===== src/rtl/cprv_id_stage.sv =====
// cprv_id_stage: instruction-decode stage of the cprv64g in-order pipeline.
//
// Decodes one RV64I instruction per cycle from IF. It reads operands from an
// internal 32 x DATA_WIDTH register file that writeback fills. A busy-bit
// scoreboard stalls RAW/WAW hazards. The decoded payload is registered for EX.
//
// Ports:
//   clk, rst_n                 clock, asynchronous active-low reset
//   valid_id_i / ready_id_o    instruction handshake from IF
//   instr_data_id_i, pc_id_i   instruction word and its PC
//   valid_ex_o / ready_ex_i    payload handshake to EX
//   pc_ex_o, rs1_data_ex_o, rs2_data_ex_o, imm_ex_o, rd_ex_o, rd_we_ex_o,
//   funct3_ex_o, alt_ex_o, opclass_ex_o, illegal_ex_o   registered payload
//   wb_en_i, wb_rd_i, wb_data_i   register-file write port from writeback
//
// Handshake: a transfer happens on a rising edge where valid and ready are both
// high. A producer holds valid and its payload stable until that edge. Ready
// may depend combinationally on valid. Here the output stage advances (cke)
// whenever it is empty or EX takes the current payload. IF is accepted only
// when the stage advances and the instruction has no outstanding hazard.
module cprv_id_stage #(
   parameter int INSTR_WIDTH = 32,
   parameter int DATA_WIDTH  = 64
) (
   input  logic                   clk,
   input  logic                   rst_n,
   input  logic                   valid_id_i,
   output logic                   ready_id_o,
   input  logic [INSTR_WIDTH-1:0] instr_data_id_i,
   input  logic [DATA_WIDTH-1:0]  pc_id_i,
   output logic                   valid_ex_o,
   input  logic                   ready_ex_i,
   output logic [DATA_WIDTH-1:0]  pc_ex_o,
   output logic [DATA_WIDTH-1:0]  rs1_data_ex_o,
   output logic [DATA_WIDTH-1:0]  rs2_data_ex_o,
   output logic [DATA_WIDTH-1:0]  imm_ex_o,
   output logic [4:0]             rd_ex_o,
   output logic                   rd_we_ex_o,
   output logic [2:0]             funct3_ex_o,
   output logic                   alt_ex_o,
   output logic [3:0]             opclass_ex_o,
   output logic                   illegal_ex_o,
   input  logic                   wb_en_i,
   input  logic [4:0]             wb_rd_i,
   input  logic [DATA_WIDTH-1:0]  wb_data_i
);

   typedef enum logic [3:0] {
      OC_LUI       = 4'd0,
      OC_AUIPC     = 4'd1,
      OC_JAL       = 4'd2,
      OC_JALR      = 4'd3,
      OC_BRANCH    = 4'd4,
      OC_LOAD      = 4'd5,
      OC_STORE     = 4'd6,
      OC_OP_IMM    = 4'd7,
      OC_OP        = 4'd8,
      OC_OP_IMM_32 = 4'd9,
      OC_OP_32     = 4'd10,
      OC_MISC_MEM  = 4'd11,
      OC_SYSTEM    = 4'd12,
      OC_ILLEGAL   = 4'd15
   } opclass_t;

   // ---------------- field extraction ----------------
   logic [31:0] instr;
   logic [6:0]  opcode;
   logic [4:0]  rd, rs1, rs2;
   logic [2:0]  funct3;

   assign instr  = instr_data_id_i[31:0];
   assign opcode = instr[6:0];
   assign rd     = instr[11:7];
   assign funct3 = instr[14:12];
   assign rs1    = instr[19:15];
   assign rs2    = instr[24:20];

   logic [DATA_WIDTH-1:0] imm_i, imm_s, imm_b, imm_u, imm_j;
   assign imm_i = {{(DATA_WIDTH-12){instr[31]}}, instr[31:20]};
   assign imm_s = {{(DATA_WIDTH-12){instr[31]}}, instr[31:25], instr[11:7]};
   assign imm_b = {{(DATA_WIDTH-13){instr[31]}}, instr[31], instr[7],
                   instr[30:25], instr[11:8], 1'b0};
   assign imm_u = {{(DATA_WIDTH-32){instr[31]}}, instr[31:12], 12'h000};
   assign imm_j = {{(DATA_WIDTH-21){instr[31]}}, instr[31], instr[19:12],
                   instr[20], instr[30:21], 1'b0};

   // ---------------- decode ----------------
   opclass_t              opclass;
   logic                  uses_rs1, uses_rs2, writes_rd, rd_we;
   logic [DATA_WIDTH-1:0] imm;

   always_comb begin
      opclass   = OC_ILLEGAL;
      uses_rs1  = 1'b0;
      uses_rs2  = 1'b0;
      writes_rd = 1'b0;
      imm       = '0;
      if (instr[1:0] == 2'b11) begin
         case (opcode)
            7'b0110111: begin opclass = OC_LUI;   writes_rd = 1'b1; imm = imm_u; end
            7'b0010111: begin opclass = OC_AUIPC; writes_rd = 1'b1; imm = imm_u; end
            7'b1101111: begin opclass = OC_JAL;   writes_rd = 1'b1; imm = imm_j; end
            7'b1100111: begin
               opclass = OC_JALR; uses_rs1 = 1'b1; writes_rd = 1'b1; imm = imm_i;
            end
            7'b1100011: begin
               opclass = OC_BRANCH; uses_rs1 = 1'b1; uses_rs2 = 1'b1; imm = imm_b;
            end
            7'b0000011: begin
               opclass = OC_LOAD; uses_rs1 = 1'b1; writes_rd = 1'b1; imm = imm_i;
            end
            7'b0100011: begin
               opclass = OC_STORE; uses_rs1 = 1'b1; uses_rs2 = 1'b1; imm = imm_s;
            end
            7'b0010011: begin
               opclass = OC_OP_IMM; uses_rs1 = 1'b1; writes_rd = 1'b1; imm = imm_i;
            end
            7'b0110011: begin
               opclass = OC_OP; uses_rs1 = 1'b1; uses_rs2 = 1'b1; writes_rd = 1'b1;
            end
            7'b0011011: begin
               opclass = OC_OP_IMM_32; uses_rs1 = 1'b1; writes_rd = 1'b1; imm = imm_i;
            end
            7'b0111011: begin
               opclass = OC_OP_32; uses_rs1 = 1'b1; uses_rs2 = 1'b1; writes_rd = 1'b1;
            end
            7'b0001111: opclass = OC_MISC_MEM;
            7'b1110011: begin
               // No CSR support: only ECALL/EBREAK-style funct3==0 is legal.
               if (funct3 == 3'b000) begin
                  opclass = OC_SYSTEM;
                  imm     = imm_i;
               end
            end
            default: ;
         endcase
      end
      rd_we = writes_rd & (rd != 5'd0);
   end

   // ---------------- register file ----------------
   logic [DATA_WIDTH-1:0] regs [32];
   logic [DATA_WIDTH-1:0] rs1_val, rs2_val;

   always_ff @(posedge clk or negedge rst_n) begin
      if (!rst_n) begin
         for (int i = 0; i < 32; i++) regs[i] <= '0;
      end else if (wb_en_i && (wb_rd_i != 5'd0)) begin
         regs[wb_rd_i] <= wb_data_i;
      end
   end

   // Same-cycle writeback is bypassed so a hazard cleared this cycle reads
   // the value that is being written.
   assign rs1_val = (rs1 == 5'd0) ? '0 :
                    (wb_en_i && (wb_rd_i == rs1)) ? wb_data_i : regs[rs1];
   assign rs2_val = (rs2 == 5'd0) ? '0 :
                    (wb_en_i && (wb_rd_i == rs2)) ? wb_data_i : regs[rs2];

   // ---------------- scoreboard and handshake ----------------
   logic [31:0] busy, clear_vec, set_vec, eff_busy;
   logic        hazard, cke, issue;

   assign clear_vec = wb_en_i ? (32'd1 << wb_rd_i) : 32'd0;
   assign eff_busy  = busy & ~clear_vec;
   assign hazard    = (uses_rs1 & eff_busy[rs1]) | (uses_rs2 & eff_busy[rs2]) |
                      (rd_we & eff_busy[rd]);

   assign cke        = ~valid_ex_o | ready_ex_i;
   assign ready_id_o = cke & ~(valid_id_i & hazard);
   assign issue      = valid_id_i & ready_id_o;
   assign set_vec    = (issue && rd_we) ? (32'd1 << rd) : 32'd0;

   // Set is applied after clear so a same-register collision stays busy.
   // Bit 0 is forced low: x0 never carries a hazard.
   always_ff @(posedge clk or negedge rst_n) begin
      if (!rst_n) busy <= '0;
      else        busy <= ((busy & ~clear_vec) | set_vec) & 32'hFFFF_FFFE;
   end

   // ---------------- payload to EX ----------------
   always_ff @(posedge clk or negedge rst_n) begin
      if (!rst_n) begin
         valid_ex_o    <= 1'b0;
         pc_ex_o       <= '0;
         rs1_data_ex_o <= '0;
         rs2_data_ex_o <= '0;
         imm_ex_o      <= '0;
         rd_ex_o       <= '0;
         rd_we_ex_o    <= 1'b0;
         funct3_ex_o   <= '0;
         alt_ex_o      <= 1'b0;
         opclass_ex_o  <= '0;
         illegal_ex_o  <= 1'b0;
      end else if (cke) begin
         valid_ex_o <= issue;
         if (issue) begin
            pc_ex_o       <= pc_id_i;
            rs1_data_ex_o <= rs1_val;
            rs2_data_ex_o <= rs2_val;
            imm_ex_o      <= imm;
            rd_ex_o       <= rd;
            rd_we_ex_o    <= rd_we;
            funct3_ex_o   <= funct3;
            alt_ex_o      <= instr[30];
            opclass_ex_o  <= opclass;
            illegal_ex_o  <= (opclass == OC_ILLEGAL);
         end
      end
   end

endmodule


===== config.mk =====
export PLATFORM = sky130hd
export DESIGN_NAME = cprv_id_stage
export DESIGN_NICKNAME = d
export VERILOG_FILES = /design/src/rtl/cprv_id_stage.sv
export SDC_FILE = /design/constraint.sdc
export NUM_CORES = 2
export LEC_CHECK = 0
export BUFFER_PORTS_ARGS = -buffer_cell sky130_fd_sc_hd__buf_2
export CORE_UTILIZATION = 55
export DETAILED_ROUTE_END_ITERATION = 8
export PLACE_DENSITY = 0.72
export SYNTH_ARGS = -nofsm -noshare
export SYNTH_HDL_FRONTEND = slang
export SYNTH_SLANG_ARGS = --single-unit
export TNS_END_PERCENT = 20

===== constraint.sdc =====
create_clock -name clk -period 4.5 [get_ports clk]
set_clock_uncertainty 0.2 [all_clocks]
set_input_delay 0.9 -clock clk [delete_from_list [all_inputs] [get_ports clk]]
set_output_delay 0.9 -clock clk [all_outputs]
set_load 0.05 [all_outputs]

==> reports/metrics.yaml <==
outcome:
  status: "complete, no violations"
sta:
  rsz0062_at_grt: "false"
  hold_viol: 0
  clock.fmax_mhz: 228.4
  period_needed_ps: 4378
  tightestPinTransition_ps: 1138
  hold-worst-slack_ps: 57.41
  setup_violations: 0
  setup_tns_ps: 0
  period_share_pct: 97.28
  max-slew-margin-rel_pct: 24.13
  drv_slew: 0
routing:
  vias_per_cell: 7.010
  first_pass_iters: 8
  final_antenna_net_count: 0
  wirelength_mm: 381.8
  drc: 0
  num_vias: 80080
  routedWlPerCell_um: 33.42
  first_iter_violations: 8993
clocking:
  tritoncts: "built"
  h-tree-depth: 4
  cts_buffers: 239
  cts_buffer_depth: 3
  clock_sink_count: 2319
  cts_root_buf: "clkbuf_16"
  cts.clk_slew.worst_paths_ps: 60
  clk_latency_ps: 900
yosys:
  ys_warn_count: 0
  synth_cells: 8156
  ys_types: 76
  synth-edff-count: 0
  synthFlopType: "dfrtp_1"
  yosysTopAreaCell: "dfrtp_1"
  ys_seq_elements: 2319
  syn_area_per_cell_um2: 14.90
  yosysTopAreaCellShare_pct: 47.76
  syn_area_um2: 121500
  yosysSeqAreaShare_pct: 47.76
  synth.area.top_cells: "dfrtp_1 48%, mux4_2 21%, mux2_2 20%"
  synth_fp_nets: 8326
  async_reset_ff_share_pct: 100.0
placement:
  io_buffers: 442
  dpl.cell_count: 10910
  dp_hpwl_mm: 218.3
  gp_congestion: 0.8906
worst_setup_path:
  cp_max_fo: 9
  cpPeakStageDelay_ps: 340
  critPathLaunchType: "input port"
  cp.required_ps: 3400
  crit_slowest_cell: "or2_1"
  worstPathArrival_ps: 3280
  path_cells: "buf_2 -> or2_1 -> buf_4 -> o21ai_1 -> mux2i_1 -> o311ai_1 -> o22a_1 -> nand3_4 -> o21ai_0 -> and2_1 -> clkbuf_4"
  critPathKind: "in2out"
  end_kind: "output port"
run:
  maxCapViolations: 0
global_route:
  antenna_found_initial: 32
  grt_pass1_wl_mm: 568.7
  overflow: 0
  grt_pass1_vias: 82790
  grt_max_degree: 114
  grt_util_all_layers_pct: 34.70
final_layout:
  final_cell_mix: "2319 x dfrtp_1, 2128 x mux2_2, 1140 x mux4_2, 430 x buf_2, 405 x nand2_1"
  final_common_cell: "dfrtp_1"
  nets: 8509
  fin_cells: 11420
  synthToLayoutAreaGrowth_pct: 12.89
  drive_gt1_share_pct: 53.49
  nFillCells: 15890
die:
  ios: 443
  rows: 172
  start_util_pct: 55.35
  dieArea_um2: 222800
  core_um2: 219500
  die_y_um: 472.0
  die_w_um: 472.0
power_and_ir_drop:
  cellPowerDensity_nw_per_um2: 459.4
  leakagePower_nw: 60.06
  max-vdd-ir-drop_mv: 0.3846
worst_hold_path:
  hold_class: "in2reg"
## synthesized netlist by cell type, drive strengths merged (4+ instances only)
library cell and n:
nor2b 9, nand2 413, a22o 4, nor3 27
nand4 5, inv 28, a22oi 16, nor2 189
o41ai 32, a221oi 28, o2111ai 7, nand3 81
mux2 2161, a21oi 80, nand2b 10, o21a 14
mux4 1140, o21ai 168, xor2 9, dfrtp 2319
o221ai 7, a211oi 53, a311oi 4, o311ai 15
o31ai 9, and3 7, xnor2 4, buf 291
mux2i 224, clkbuf 653, or3 10, or2 8
a32oi 18, o22ai 41, nand4b 5, o211ai 26
and2 7
## power by group
| part | switching, mW | internal [mW] | total [mW] |
|---|---|---|---|
| clock network | 8.70 | 11.7 | 20.4 |
| registers | 2.87 | 24.9 | 27.7 |
| logic | 7.03 | 7.80 | 14.8 |
## cell type report
| class | instances | area, um2 | area share, % |
|---|---|---|---|
| sequential | 2319 | 58030 | 42.30 |
| multi-input combinational | 4865 | 59830 | 43.62 |
| clock inverter | 93 | 1119 | 0.8154 |
| timing repair buffer | 886 | 7493 | 5.463 |
| clock buffer | 345 | 6950 | 5.067 |
| tap | 2871 | 3592 | 2.619 |
| inverter | 28 | 115.1 | 0.08392 |
| antenna | 17 | 42.54 | 0.03101 |
## what timing repair did
action                                 in CTS  in global routing
setup endpoints to repair                   0                  1
buffers inserted                            0                  0
hold buffers                               59                  0
endpoints found under the hold margin     124                  0
gates resized for setup                     0                 16
## metrics by stage
| stage | cell area [um2] | total power [mW] | worst slack (ps) | util (%) |
|---|---|---|---|---|
| 2_1_floorplan | 121500 | 38.15 | 479.2 | - |
| 3_3_place_gp | 128400 | 41.87 | 139.6 | 58.51 |
| 3_5_place_dp | 128400 | 42.66 | 93.45 | 58.51 |
| 4_1_cts | 137100 | 63.10 | 83.37 | 62.45 |
| 5_1_grt | 137200 | 65.43 | 17.45 | 62.48 |
| 6_report | 137200 | 63.01 | 122.5 | 62.49 |
## worst max-delay path: cells and delay by family
family | cells | cell delay [ps]
compound gates | 4 | 1020
buf+inv | 3 | 620
simple gates | 3 | 590
mux | 1 | 130
## flip-flops by register name, indices dropped and copies added (netlist names)
signal,count
opclass_ex_o,4
rd_ex_o,5
rs2_data_ex_o,64
pc_ex_o,64
rd_we_ex_o,1
rs1_data_ex_o,64
imm_ex_o,32
alt_ex_o,1
illegal_ex_o,1
valid_ex_o,1
regs,2048
funct3_ex_o,3
busy,31
## path summary, 6_finish.rpt
path / startpoint / endpoint / slack [ps] / depth (start not counted)
setup / recovery: wb_rd_i[0] / ready_id_o / 120 / 11
hold reg to reg: regs[2021] / regs[2021] / 200 / 0
min in group asynchronous: rst_n / regs[1861] / 420 / 2
max in group asynchronous: rst_n / regs[697] / 2350 / 3
hold / removal: pc_id_i[16] / pc_ex_o[16] / 60 / 2
setup reg to reg: busy[2] / rs1_data_ex_o[28] / 1310 / 12
## layer usage
| layer | track usage [%] | vias up | share of wire (%) | wire length, um |
|---|---|---|---|---|
| met5 | 0 | - | 0.032 | 124 |
| met1 | 48.41 | 43210 | 40 | 150900 |
| met2 | 52.38 | 4468 | 46 | 175800 |
| met3 | 8.628 | 872 | 10 | 38860 |
| met4 | 14.14 | 18 | 4.2 | 16050 |
| li1 | - | 31510 | - | - |
## logic make-up after synthesis
kind of cell,after synthesis,share of synthesized area (%)
flip-flops,2319,47.76
multiplexers,3525,43.00
buffers and inverters,972,3.290
AO/OA/AOI/OAI,542,3.029
AND/OR/NAND/NOR,785,2.827
XOR/XNOR,13,0.09370
Note: power is estimated with default switching activity, not from simulation.
